`src/rtl/quad_rd_scheduler_if.sv`:
```
// ----------------------------------------------------------------------------
// quad_rd_scheduler_if
//
// Bundle of the FIFO-side and pixel-side handshake signals of the quadrant
// read scheduler.
//
//   fifo_prefill[3:0]  per-quadrant fill threshold reached (bit0=A .. bit3=D)
//   fifo_empty[3:0]    per-quadrant FIFO empty, same bit order
//   sink_ready         downstream accepts a pixel this cycle
//   fifo_rd_en[3:0]    one-hot read strobe to the quadrant FIFOs
//   pix_valid          FIFO output data valid (one cycle after the read)
//   pix_sof            first pixel of frame, qualified by pix_valid
//   pix_eol            last pixel of line, qualified by pix_valid
//
// Modports:
//   master - the scheduler (drives read strobe and pixel flags)
//   slave  - the FIFO bank / sink side
// ----------------------------------------------------------------------------
interface quad_rd_scheduler_if;
    logic [3:0] fifo_prefill;
    logic [3:0] fifo_empty;
    logic       sink_ready;
    logic [3:0] fifo_rd_en;
    logic       pix_valid;
    logic       pix_sof;
    logic       pix_eol;

    modport master (
        input  fifo_prefill, fifo_empty, sink_ready,
        output fifo_rd_en, pix_valid, pix_sof, pix_eol
    );

    modport slave (
        output fifo_prefill, fifo_empty, sink_ready,
        input  fifo_rd_en, pix_valid, pix_sof, pix_eol
    );
endinterface

```
`src/rtl/quad_rd_scheduler.sv`:
```
// ----------------------------------------------------------------------------
// quad_rd_scheduler
//
// Reads one video frame out of four quadrant FIFOs (A top-left, B top-right,
// C bottom-left, D bottom-right) in raster order, one pixel per read.
// A frame request waits in FILL until all four FIFOs report prefill, then
// ACTIVE issues one-hot reads whenever the sink is ready and the selected
// FIFO is non-empty. A sticky underrun flag records starvation.
//
// Ports:
//   pclk_div2    single clock, rising edge
//   sys_rst_n    asynchronous active-low reset
//   frame_start  request one frame (honoured in IDLE only)
//   abort        terminate the frame, return to IDLE
//   bus          quad_rd_scheduler_if.master (FIFO and pixel handshakes)
//   busy         state is not IDLE
//   frame_done   one-cycle completion pulse
//   underrun     sticky starvation flag, cleared at the next frame start
//   underrun_cnt (only with QRS_UNDERRUN_CNT_EN) saturating starvation count
//
// Optional feature: define QRS_UNDERRUN_CNT_EN to add underrun_cnt.
// ----------------------------------------------------------------------------
module quad_rd_scheduler #(
    parameter int H_ACT   = 1920,
    parameter int V_ACT   = 1080,
    parameter int H_SPLIT = 960,
    parameter int V_SPLIT = 540
) (
    input  logic                 pclk_div2,
    input  logic                 sys_rst_n,
    input  logic                 frame_start,
    input  logic                 abort,
    quad_rd_scheduler_if.master  bus,
    output logic                 busy,
    output logic                 frame_done,
    output logic                 underrun
`ifdef QRS_UNDERRUN_CNT_EN
    ,
    output logic [15:0]          underrun_cnt
`endif
);

    typedef enum logic [1:0] {IDLE, FILL, ACTIVE, DONE} state_t;

    localparam logic [11:0] H_LAST = 12'(H_ACT - 1);
    localparam logic [11:0] V_LAST = 12'(V_ACT - 1);
    localparam logic [11:0] H_SPL  = 12'(H_SPLIT);
    localparam logic [11:0] V_SPL  = 12'(V_SPLIT);

    state_t      state;
    state_t      state_nxt;
    logic [11:0] h_cnt;
    logic [11:0] v_cnt;
    logic [1:0]  sel;
    logic        rd;
    logic        starve;
    logic        start;
    logic        line_end;

    // Quadrant index doubles as the bit position in the FIFO vectors:
    // bit1 = bottom half, bit0 = right half, so A=0, B=1, C=2, D=3.
    always_comb begin
        sel      = {(v_cnt >= V_SPL), (h_cnt >= H_SPL)};
        line_end = (h_cnt == H_LAST);
    end

    // Next-state and read strobe. Abort wins over everything, including the
    // final read of a frame, so an aborted frame never reaches DONE.
    always_comb begin
        state_nxt      = state;
        rd             = 1'b0;
        starve         = 1'b0;
        start          = 1'b0;
        bus.fifo_rd_en = 4'b0000;
        if (abort) begin
            state_nxt = IDLE;
        end else begin
            case (state)
                IDLE: begin
                    if (frame_start) begin
                        state_nxt = FILL;
                        start     = 1'b1;
                    end
                end
                FILL: begin
                    if (bus.fifo_prefill == 4'b1111) begin
                        state_nxt = ACTIVE;
                    end
                end
                ACTIVE: begin
                    if (bus.sink_ready) begin
                        if (bus.fifo_empty[sel]) begin
                            starve = 1'b1;
                        end else begin
                            rd             = 1'b1;
                            bus.fifo_rd_en = 4'b0001 << sel;
                            if (line_end && (v_cnt == V_LAST)) begin
                                state_nxt = DONE;
                            end
                        end
                    end
                end
                DONE: begin
                    state_nxt = IDLE;
                end
                default: begin
                    state_nxt = IDLE;
                end
            endcase
        end
    end

    always_comb begin
        busy       = (state != IDLE);
        frame_done = (state == DONE) && !abort;
    end

    always_ff @(posedge pclk_div2 or negedge sys_rst_n) begin
        if (!sys_rst_n) begin
            state <= IDLE;
        end else begin
            state <= state_nxt;
        end
    end

    // Raster position only moves on an actual read, so stalls and
    // starvation hold the position of the pending pixel.
    always_ff @(posedge pclk_div2 or negedge sys_rst_n) begin
        if (!sys_rst_n) begin
            h_cnt <= '0;
            v_cnt <= '0;
        end else if (abort || start) begin
            h_cnt <= '0;
            v_cnt <= '0;
        end else if (rd) begin
            if (line_end) begin
                h_cnt <= '0;
                v_cnt <= (v_cnt == V_LAST) ? 12'd0 : v_cnt + 12'd1;
            end else begin
                h_cnt <= h_cnt + 12'd1;
            end
        end
    end

    // Pixel flags line up with the FIFO's one-cycle read latency.
    always_ff @(posedge pclk_div2 or negedge sys_rst_n) begin
        if (!sys_rst_n) begin
            bus.pix_valid <= 1'b0;
            bus.pix_sof   <= 1'b0;
            bus.pix_eol   <= 1'b0;
        end else begin
            bus.pix_valid <= rd;
            bus.pix_sof   <= rd && (h_cnt == 12'd0) && (v_cnt == 12'd0);
            bus.pix_eol   <= rd && line_end;
        end
    end

    always_ff @(posedge pclk_div2 or negedge sys_rst_n) begin
        if (!sys_rst_n) begin
            underrun <= 1'b0;
        end else if (start) begin
            underrun <= 1'b0;
        end else if (starve) begin
            underrun <= 1'b1;
        end
    end

`ifdef QRS_UNDERRUN_CNT_EN
    // Counts every starved cycle and sticks at all-ones rather than wrapping.
    always_ff @(posedge pclk_div2 or negedge sys_rst_n) begin
        if (!sys_rst_n) begin
            underrun_cnt <= '0;
        end else if (start) begin
            underrun_cnt <= '0;
        end else if (starve && (underrun_cnt != 16'hFFFF)) begin
            underrun_cnt <= underrun_cnt + 16'd1;
        end
    end
`endif

endmodule
```
`src/flat_wrapper.sv`:
```
// flat-port wrapper written by rule: the top's interface ports become plain ports
module quad_rd_scheduler_flat 
#(
    parameter int H_ACT   = 1920,
    parameter int V_ACT   = 1080,
    parameter int H_SPLIT = 960,
    parameter int V_SPLIT = 540
)
  (pclk_div2, sys_rst_n, frame_start, abort, busy, frame_done, underrun, bus_fifo_prefill, bus_fifo_empty, bus_sink_ready, bus_fifo_rd_en, bus_pix_valid, bus_pix_sof, bus_pix_eol);
  quad_rd_scheduler_if bus_i ();
  input  logic pclk_div2;
  input  logic sys_rst_n;
  input  logic frame_start;
  input  logic abort;
  output logic busy;
  output logic frame_done;
  output logic underrun;
  input wire logic [$bits(bus_i.fifo_prefill)-1:0] bus_fifo_prefill;
  input wire logic [$bits(bus_i.fifo_empty)-1:0] bus_fifo_empty;
  input wire logic [$bits(bus_i.sink_ready)-1:0] bus_sink_ready;
  output wire logic [$bits(bus_i.fifo_rd_en)-1:0] bus_fifo_rd_en;
  output wire logic [$bits(bus_i.pix_valid)-1:0] bus_pix_valid;
  output wire logic [$bits(bus_i.pix_sof)-1:0] bus_pix_sof;
  output wire logic [$bits(bus_i.pix_eol)-1:0] bus_pix_eol;
  assign bus_i.fifo_prefill = bus_fifo_prefill;
  assign bus_i.fifo_empty = bus_fifo_empty;
  assign bus_i.sink_ready = bus_sink_ready;
  assign bus_fifo_rd_en = bus_i.fifo_rd_en;
  assign bus_pix_valid = bus_i.pix_valid;
  assign bus_pix_sof = bus_i.pix_sof;
  assign bus_pix_eol = bus_i.pix_eol;
  quad_rd_scheduler #(.H_ACT(H_ACT), .V_ACT(V_ACT), .H_SPLIT(H_SPLIT), .V_SPLIT(V_SPLIT)) u_core (.pclk_div2(pclk_div2), .sys_rst_n(sys_rst_n), .frame_start(frame_start), .abort(abort), .bus(bus_i), .busy(busy), .frame_done(frame_done), .underrun(underrun));
endmodule
```
`config.mk`:
```
export PLATFORM = sky130hd
export DESIGN_NAME = quad_rd_scheduler_flat
export DESIGN_NICKNAME = d
export VERILOG_FILES = /design/src/rtl/quad_rd_scheduler_if.sv /design/src/rtl/quad_rd_scheduler.sv /design/src/flat_wrapper.sv
export SDC_FILE = /design/constraint.sdc
export NUM_CORES = 1
export LEC_CHECK = 0
export ABC_AREA = 0
export CAP_MARGIN = 40
export CORE_ASPECT_RATIO = 0.5
export CORE_MARGIN = 2
export CORE_UTILIZATION = 40
export CTS_BUF_LIST = sky130_fd_sc_hd__clkbuf_8
export DETAILED_ROUTE_END_ITERATION = 6
export MAX_ROUTING_LAYER = met4
export PLACE_DENSITY = 0.64
export SLEW_MARGIN = 20
export SYNTH_ARGS = -nofsm -noshare
export SYNTH_HDL_FRONTEND = slang
export SYNTH_SLANG_ARGS = --single-unit
```
`constraint.sdc`:
```
create_clock -name pclk_div2 -period 6.9 [get_ports pclk_div2]
set_clock_uncertainty 0.2 [all_clocks]
set_input_delay 0.69 -clock pclk_div2 [delete_from_list [all_inputs] [get_ports pclk_div2]]
set_output_delay 0.69 -clock pclk_div2 [all_outputs]
set_load 0.1 [all_outputs]
```
==> flow_summary.json, run 1 <==
{
  "status": "completed",
  "comb_power_share_pct": 33.7,
  "avgSynthCellArea_um2": 8.815,
  "first_iter_violations": 162,
  "final_antenna_net_count": 0,
  "path_class": "in -> out",
  "syn2layout_area_growth_pct": 27.56,
  "fmax_mhz": 254.6,
  "die_w_um": 102.9,
  "final_common_cell": "dfrtp_1",
  "cts.htree.levels": 2,
  "portBuffers": 22,
  "grt_antenna_before_repair": 0,
  "yosys_register_bits": 30,
  "ys_types": 51,
  "fin_ws_ps": 2972,
  "worstMarginPinSlew_ps": 608.4,
  "nNetsFinal": 279,
  "place_ws_ps": 2991,
  "netlist_top_cells_area": "dfrtp_1 (38%), nand3_1 (5.4%), ha_1 (5.1%)",
  "cts.path.max_buffers": 2,
  "clock_latency_ps": 290,
  "leakage_uw": 0.001026,
  "io_pins": 23,
  "synth_ff_type": "dfrtp_1",
  "crit_path_start_kind": "input port",
  "drc": 0,
  "fin_tns_setup_ps": 0,
  "final-setup-viol-count": 0,
  "synth-edff-count": 0,
  "p_total_uw": 511.7,
  "synth_top_area_cell": "dfrtp_1",
  "swShare_pct": 36.66,
  "critPathCaptureType": "output pin",
  "dpl.hpwl_um": 3620,
  "final_hold_viol_count": 0,
  "syn-num-nets": 243,
  "place.gp.congestion": 0.8798,
  "first_pass_iters": 4,
  "ir_drop_mv": 0.1247,
  "slew_headroom_pct": 59.44,
  "max_cap_viol_count": 0,
  "via_per_inst": 5.732,
  "layout_common_cells": "dfrtp_1 (30), clkdlybuf4s50_1 (22), nor2_1 (21), nand3_1 (21), nand2_1 (20)",
  "initial_core_util_pct": 42.99,
  "finalCriticalPeriod_ps": 3928,
  "seqPwrFrac_pct": 36.8,
  "clockRootBuffer": "clkbuf_8",
  "clock-sinks": 30,
  "numCtsBuffers": 5,
  "rsz0062_at_grt": "no",
  "stdcell_area_um2": 2496,
  "clock_power_share_pct": 29.5,
  "rows": 17,
  "worstPathRequired_ps": 6010,
  "yosysWarnings": 0,
  "grt_usage_pct": 21.07,
  "p_int_uw": 324.1,
  "finalMaxSlewViolations": 0,
  "grt_max_degree": 31,
  "cts_setup_buffers": 0,
  "path_clk_slew_ps": 60,
  "critPathMaxFanout": 7,
  "hold_buffers": 0,
  "grt_pass1_wl_um": 8466,
  "wirelength_um": 5012,
  "post_cts_resized": 0,
  "fin_crit_sh_pct": 56.93,
  "dieArea_um2": 5502,
  "coreArea_um2": 4552,
  "via_count": 1863,
  "antennaDiodeCount": 0,
  "drive_above_1_share_pct": 14.29,
  "synth_cells": 222,
  "worstPathArrival_ps": 3040,
  "die_h_um": 53.46,
  "grt-ovfl-total": 0,
  "grt_pass1_vias": 1701,
  "cts_tree": "done",
  "routedWlPerCell_um": 15.42,
  "yosysTopAreaCellShare_pct": 38.36,
  "placed_area_um2": 2401,
  "hold_path_class": "reg -> reg",
  "power_switching_uw": 187.6,
  "power.density_nw_per_um2": 205.0,
  "synth_async_sr_flop_share_pct": 100.0,
  "synthesis.area_um2": 1957,
  "ys_seq_area_share_pct": 38.36
}
==> registers in the layout, indices dropped and copies added (netlist names) <==
register              cells
u_core.bus.pix_sof        1
u_core.h_cnt             12
u_core.bus.pix_valid      1
u_core.bus.pix_eol        1
u_core.underrun           1
u_core.state              2
u_core.v_cnt             12
==> final timing paths <==
check	startpoint	to	slack, ps	depth (start not counted)
setup / recovery	abort	bus_fifo_rd_en[1]	2970	7
hold / removal	u_core.v_cnt[11]	u_core.v_cnt[11]	340	1
setup reg to reg	u_core.v_cnt[6]	u_core.v_cnt[8]	4190	6
hold reg to reg	u_core.v_cnt[11]	u_core.v_cnt[11]	340	1
max in group asynchronous	sys_rst_n	u_core.bus.pix_eol	5610	2
min in group asynchronous	sys_rst_n	u_core.v_cnt[6]	600	2
==> cells by family (layout without fill, tap and decap cells) <==
logic type	Yosys count	count (layout)	share of synthesized area, %
compound gates	61	61	23.47
buf+inv	15	52	2.941
simple gates	103	103	27.75
fa+ha+maj	8	8	5.115
flops	30	30	38.36
xor+xnor	3	3	1.343
mux	2	2	1.023
==> layout make-up <==
cell class / instances / area, µm²
Fill cell: 418 / 2056
Tap cell: 66 / 82.58
Multi-Input combinational cell: 177 / 1149
Timing Repair Buffer: 33 / 377.9
Inverter: 11 / 41.29
Sequential cell: 30 / 750.7
Clock buffer: 6 / 82.58
Clock inverter: 2 / 12.51
==> power groups by stage <==
stage / Combinational [µW] / Clock, µW / Sequential, µW
floorplan: 93.3 / 0 / 208
global placement: 151 / 0 / 191
detailed placement: 173 / 0 / 191
CTS: 174 / 154 / 188
global route: 186 / 162 / 189
finish: 172 / 151 / 188
==> routing by layer <==
layer	vias up	GRT usage [%]	part of all wire, %
li1	906	-	-
met5	-	-	0
met3	7	5.284	6.4
met1	892	29.47	49
met4	0	5.263	1.1
met2	58	30.52	43
==> Yosys cell counts, drive strengths merged, types with 3 or more instances <==
master,number
a21oi,8
a31oi,4
and3,8
clkbuf,3
dfrtp,30
ha,8
inv,11
nand2,20
nand3,22
nand4,8
nor2,22
nor2b,7
nor3,3
nor4,3
o21ai,19
o311ai,3
o31ai,10
o41ai,3
xnor2,3
==> through the flow <==
stage | util (%) | std cells | hold WS, ps
after floorplan | - | 222 | 194.4
after global placement | 49.45 | 307 | 327.9
after detailed placement | 52.75 | 317 | 329.9
after CTS | 54.84 | 325 | 343.8
after global routing | 54.84 | 325 | 386.0
final | 54.84 | 325 | 338.3
==> worst max-delay path, stage by stage <==
cell	delay, ps
clkdlybuf4s50_1	480
inv_1	190
nand3_1	240
a2111o_1	530
a21oi_1	160
clkdlybuf4s50_1	550
buf_8	210
No activity file was read; power rests on OpenSTA's default activity.
==> run 2, diff against run 1 <==
Clock period 6.9 ns to 4.1 ns, I/O delays scaled along.
==> run 2 against run 1 <==
Combinational power is 70% higher. Design area shrank 2.3%. Utilization fell by 1.3 points. Global-route usage decreased by 0.25 points. Clock power grew 69%. Worst setup slack worse by 1800 ps.
==> flow_summary.json, run 2 (synthesis results as in run 1) <==
{
  "status": "completed",
  "grt_max_degree": 31,
  "max_cap_viol_count": 0,
  "grt_pass1_wl_um": 8383,
  "path_clk_slew_ps": 70,
  "power.density_nw_per_um2": 354.7,
  "worstPathArrival_ps": 2310,
  "finalCriticalPeriod_ps": 2919,
  "fin_cells": 321,
  "portBuffers": 22,
  "critPathMaxFanout": 6,
  "via_per_inst": 5.863,
  "post_cts_resized": 0,
  "grt-ovfl-total": 0,
  "rr_endpoint": "u_core.v_cnt[10]",
  "drive_above_1_share_pct": 14.51,
  "endpoint": "bus_fifo_rd_en[1]",
  "worstPathCellList": "nor2_1 -> nand2_1 -> a2111o_1 -> a21oi_1 -> buf_4",
  "initial_core_util_pct": 42.99,
  "placed_area_um2": 2344,
  "crit_start": "u_core.h_cnt[10]",
  "nNetsFinal": 275,
  "die_w_um": 102.9,
  "cp.depth": 5,
  "final_antenna_net_count": 0,
  "grt_pass1_vias": 1783,
  "fmax_mhz": 342.6,
  "wirelength_um": 5062,
  "leakage_uw": 0.001010,
  "via_count": 1882,
  "cts.htree.levels": 2,
  "dpl.hpwl_um": 3649,
  "clock-sinks": 30,
  "fill_cells": 425,
  "timing.hold.ws_ps": 327.9,
  "final_util_pct": 53.57,
  "rsz0062_at_grt": "no",
  "fin_crit_sh_pct": 71.20,
  "fin_tns_setup_ps": 0,
  "crit_path_start_kind": "flop",
  "first_pass_iters": 5,
  "place.gp.congestion": 0.8663,
  "critPathCaptureType": "output pin",
  "path_class": "reg -> out",
  "crit_slowest_cell": "a2111o_1",
  "finalMaxSlewViolations": 0,
  "largestRegisters": "u_core.h_cnt (12), u_core.v_cnt (12), u_core.state (2)",
  "rows": 17,
  "final_common_cell": "dfrtp_1",
  "cts.path.max_buffers": 2,
  "io_pins": 23,
  "cts_tree": "done",
  "hold_buffers": 0,
  "die_h_um": 53.46,
  "drc": 0,
  "path_buf_inv": 1,
  "hold_path_class": "in -> async",
  "coreArea_um2": 4552,
  "syn2layout_area_growth_pct": 24.62,
  "r2r-start": "u_core.v_cnt[6]",
  "cts_setup_buffers": 0,
  "ir_drop_mv": 0.2302,
  "final_hold_viol_count": 0,
  "grt_antenna_before_repair": 0,
  "clockRootBuffer": "clkbuf_8",
  "grt_usage_pct": 20.82,
  "slew_headroom_pct": 53.61,
  "r2r_setup_slack_ps": 1410,
  "cpPeakStageDelay_ps": 540,
  "stdcell_area_um2": 2439,
  "antennaDiodeCount": 0,
  "routedWlPerCell_um": 15.77,
  "worstPathRequired_ps": 3490,
  "final-setup-viol-count": 0,
  "numCtsBuffers": 5,
  "dieArea_um2": 5502,
  "layout_common_cells": "dfrtp_1 (30), nor2_1 (21), nand3_1 (21), nand2_1 (20)",
  "clock_latency_ps": 280,
  "cp_top_family": "compound AO/OA/AOI/OAI gates",
  "post-place-cells": 313,
  "first_iter_violations": 131,
  "rr_worst_depth": 6,
  "worstMarginPinSlew_ps": 695.9
}
run 2: cell count changes in the layout (fill, tap and decap cells not counted), sizes merged:
cell	change
clkdlybuf4s50	-4
run 2: worst register-to-register path, stage by stage, from the launching register on:
cell and delay [ps]:
dfrtp_1 460, or4_2 680, nor3_2 300, a21o_1 380, a21oi_1 70, o311ai_0 310
o21ai_0 150
run 2: final cells by class:
type	instances	area, µm²	area share (%)
clock buffer	6	82.58	3.386
clock inverter	2	12.51	0.5131
inverter	11	41.29	1.693
multi-input combinational	177	1149	47.10
sequential	30	750.7	30.79
tap	66	82.58	3.386
timing repair buffer	29	320.3	13.13
run 2: per-layer routing:
metal / wire length (µm) / GRT usage (%) / vias up
met3: 271 / 4.756 / 4
met4: 37 / 5.263 / 0
li1: - / - / 900
met1: 2528 / 28.55 / 921
met2: 2225 / 31.28 / 57
met5: 0 / - / -
run 2: how the worst min path moves through the flow:
stage,startpoint,end,slack (ps),cells past startpoint
after floorplan,sys_rst_n,u_core.bus.pix_eol,-90,0
after global placement,u_core.v_cnt[11],u_core.v_cnt[11],310,1
after detailed placement,u_core.v_cnt[11],u_core.v_cnt[11],310,1
after CTS,u_core.v_cnt[11],u_core.v_cnt[11],330,1
after global routing,u_core.v_cnt[11],u_core.v_cnt[11],360,1
final,sys_rst_n,u_core.h_cnt[11],330,2
run 2: stage by stage:
| stage | setup WS (ps) | total power, µW |
|---|---|---|
| after floorplan | 616.3 | 507.7 |
| after CTS | 1172 | 871.1 |
| after global placement | 1246 | 574.5 |
| final | 1181 | 864.9 |
| after detailed placement | 1215 | 615.7 |
| after global routing | 1039 | 905.4 |
run 2: power breakdown:
group	switching (µW)	internal, µW	total (µW)
clock	120	135	255
combinational	190	103	293
sequential	8.79	308	317
==> run 3, diff against run 2 <==
Clock period 4.1 ns to 3 ns, I/O delays scaled along.
==> run 3 against run 2 <==
Combinational power grew 22%. Design area fell by 0.67%. Largest cell class unchanged. First-iteration DRC count decreased by 9.9%. Largest power group unchanged. Highest routed layer unchanged. Sequential power increased by 36%.
==> flow_summary.json, run 3 (synthesis results as in run 1) <==
{
  "initial_core_util_pct": 42.99,
  "grtUsageMet1_pct": 30.82,
  "fmax_mhz": 362.1,
  "critPathMaxFanout": 7,
  "ir_drop_mv": 0.2296,
  "hold_buffers": 0,
  "comb_power_share_pct": 31.6,
  "seqPwrFrac_pct": 38.2,
  "final_util_pct": 53.22,
  "finalMaxSlewViolations": 0,
  "max_cap_viol_count": 0,
  "path_clk_slew_ps": 70,
  "die_w_um": 102.9,
  "cts.path.max_buffers": 2,
  "rsz0062_at_grt": "no",
  "p_int_uw": 708.5,
  "dpl.hpwl_um": 3715,
  "largestRegisters": "u_core.h_cnt (12), u_core.v_cnt (12), u_core.state (2)",
  "drc": 0,
  "routedWlPerCell_um": 15.21,
  "wirelength_um": 4882,
  "fin_tns_setup_ps": 0,
  "via_count": 1859,
  "die_h_um": 53.46,
  "io_pins": 23,
  "final_hold_viol_count": 0,
  "dieArea_um2": 5502,
  "fill_cells": 452,
  "place.gp.congestion": 0.8877,
  "grt_pass1_vias": 1753,
  "worstPathRequired_ps": 2500,
  "cts_tree": "done",
  "worstPathArrival_ps": 2260,
  "finalCriticalPeriod_ps": 2761,
  "rows": 17,
  "post_cts_resized": 0,
  "layout_common_cells": "dfrtp_1 (30), nand3_1 (21), nor2_1 (20), nand2_1 (20), o21ai_0 (18)",
  "leakage_uw": 0.001016,
  "worstMarginPinSlew_ps": 579.2,
  "portBuffers": 22,
  "numCtsBuffers": 5,
  "clock_latency_ps": 280,
  "grt-ovfl-total": 0,
  "crit_path_start_kind": "flop",
  "first_pass_iters": 4,
  "drive_above_1_share_pct": 17.65,
  "power_switching_uw": 421.6,
  "cts_setup_buffers": 0,
  "grt_use_met2_pct": 29.22,
  "grt_usage_pct": 21.22,
  "grt_max_degree": 31,
  "hold_path_class": "in -> async",
  "grt_util_met3_pct": 4.756,
  "clockRootBuffer": "clkbuf_8",
  "path_class": "reg -> out",
  "slew_headroom_pct": 61.09,
  "antennaDiodeCount": 0,
  "fin_crit_sh_pct": 92.04,
  "final_common_cell": "dfrtp_1",
  "swShare_pct": 37.31,
  "final_antenna_net_count": 0,
  "first_iter_violations": 118,
  "timing.hold.ws_ps": 211.7,
  "p_total_uw": 1130,
  "syn2layout_area_growth_pct": 23.78,
  "grt-busiest-layer": "met1",
  "clock-sinks": 30,
  "nNetsFinal": 275,
  "via_per_inst": 5.791,
  "grt_pass1_wl_um": 8466,
  "cts.htree.levels": 2,
  "coreArea_um2": 4552,
  "status": "completed",
  "grt_antenna_before_repair": 0,
  "power.density_nw_per_um2": 466.5,
  "critPathCaptureType": "output pin",
  "final-setup-viol-count": 0,
  "clock_power_share_pct": 30.2
}
[run 3: cell types whose count changed in the layout (fill, tap and decap cells not counted), sizes merged]
cell           change
inv                +1
clkinvlp           -1
clkdlybuf4s50      -6
buf                +6
[run 3: path summary, 6_finish.rpt]
path / start / endpoint / slack, ps / cells past startpoint
worst max-delay path: u_core.h_cnt[8] / bus_fifo_rd_en[1] / 240 / 5
worst min-delay path: sys_rst_n / u_core.v_cnt[7] / 210 / 2
worst max register to register: u_core.v_cnt[6] / u_core.v_cnt[10] / 390 / 6
worst min register to register: u_core.underrun / u_core.underrun / 350 / 2
max in group asynchronous: sys_rst_n / u_core.h_cnt[8] / 2100 / 2
min in group pclk_div2: u_core.underrun / u_core.underrun / 350 / 2
[run 3: metal layers]
| metal | share of wire, % | wire (µm) |
|---|---|---|
| met5 | 0 | 0 |
| met4 | 0.88 | 43 |
| met3 | 6.5 | 316 |
| met2 | 43 | 2095 |
| met1 | 50 | 2426 |
[run 3: cell type report]
type | instances | area, µm² | share of cell area (%)
inverter | 11 | 41.29 | 1.705
timing repair buffer | 29 | 297.8 | 12.29
sequential | 30 | 750.7 | 30.99
clock buffer | 6 | 82.58 | 3.409
tap | 66 | 82.58 | 3.409
clock inverter | 2 | 8.758 | 0.3616
multi-input combinational | 177 | 1159 | 47.83
[run 3: power groups by stage]
stage	combinational [µW]	sequential (µW)	clock (µW)
finish	357	432	341
global route	387	435	369
CTS	360	432	346
detailed placement	359	440	0
global placement	355	439	0
floorplan	215	479	0
[run 3: critical path, cell delays in order (launching register included)]
cell and delay (ps):
dfrtp_1 460, nand4_1 310, nand2_1 270, a2111o_1 560
a21oi_2 190, buf_12 200
[run 3: stage by stage]
stage	worst slack (ps)	std cells	area (µm²)
2_1_floorplan	140.6	222	1967
3_3_place_gp	343.7	313	2331
3_5_place_dp	301.7	313	2331
4_1_cts	254.5	321	2422
5_1_grt	120.2	321	2422
6_report	238.7	321	2422
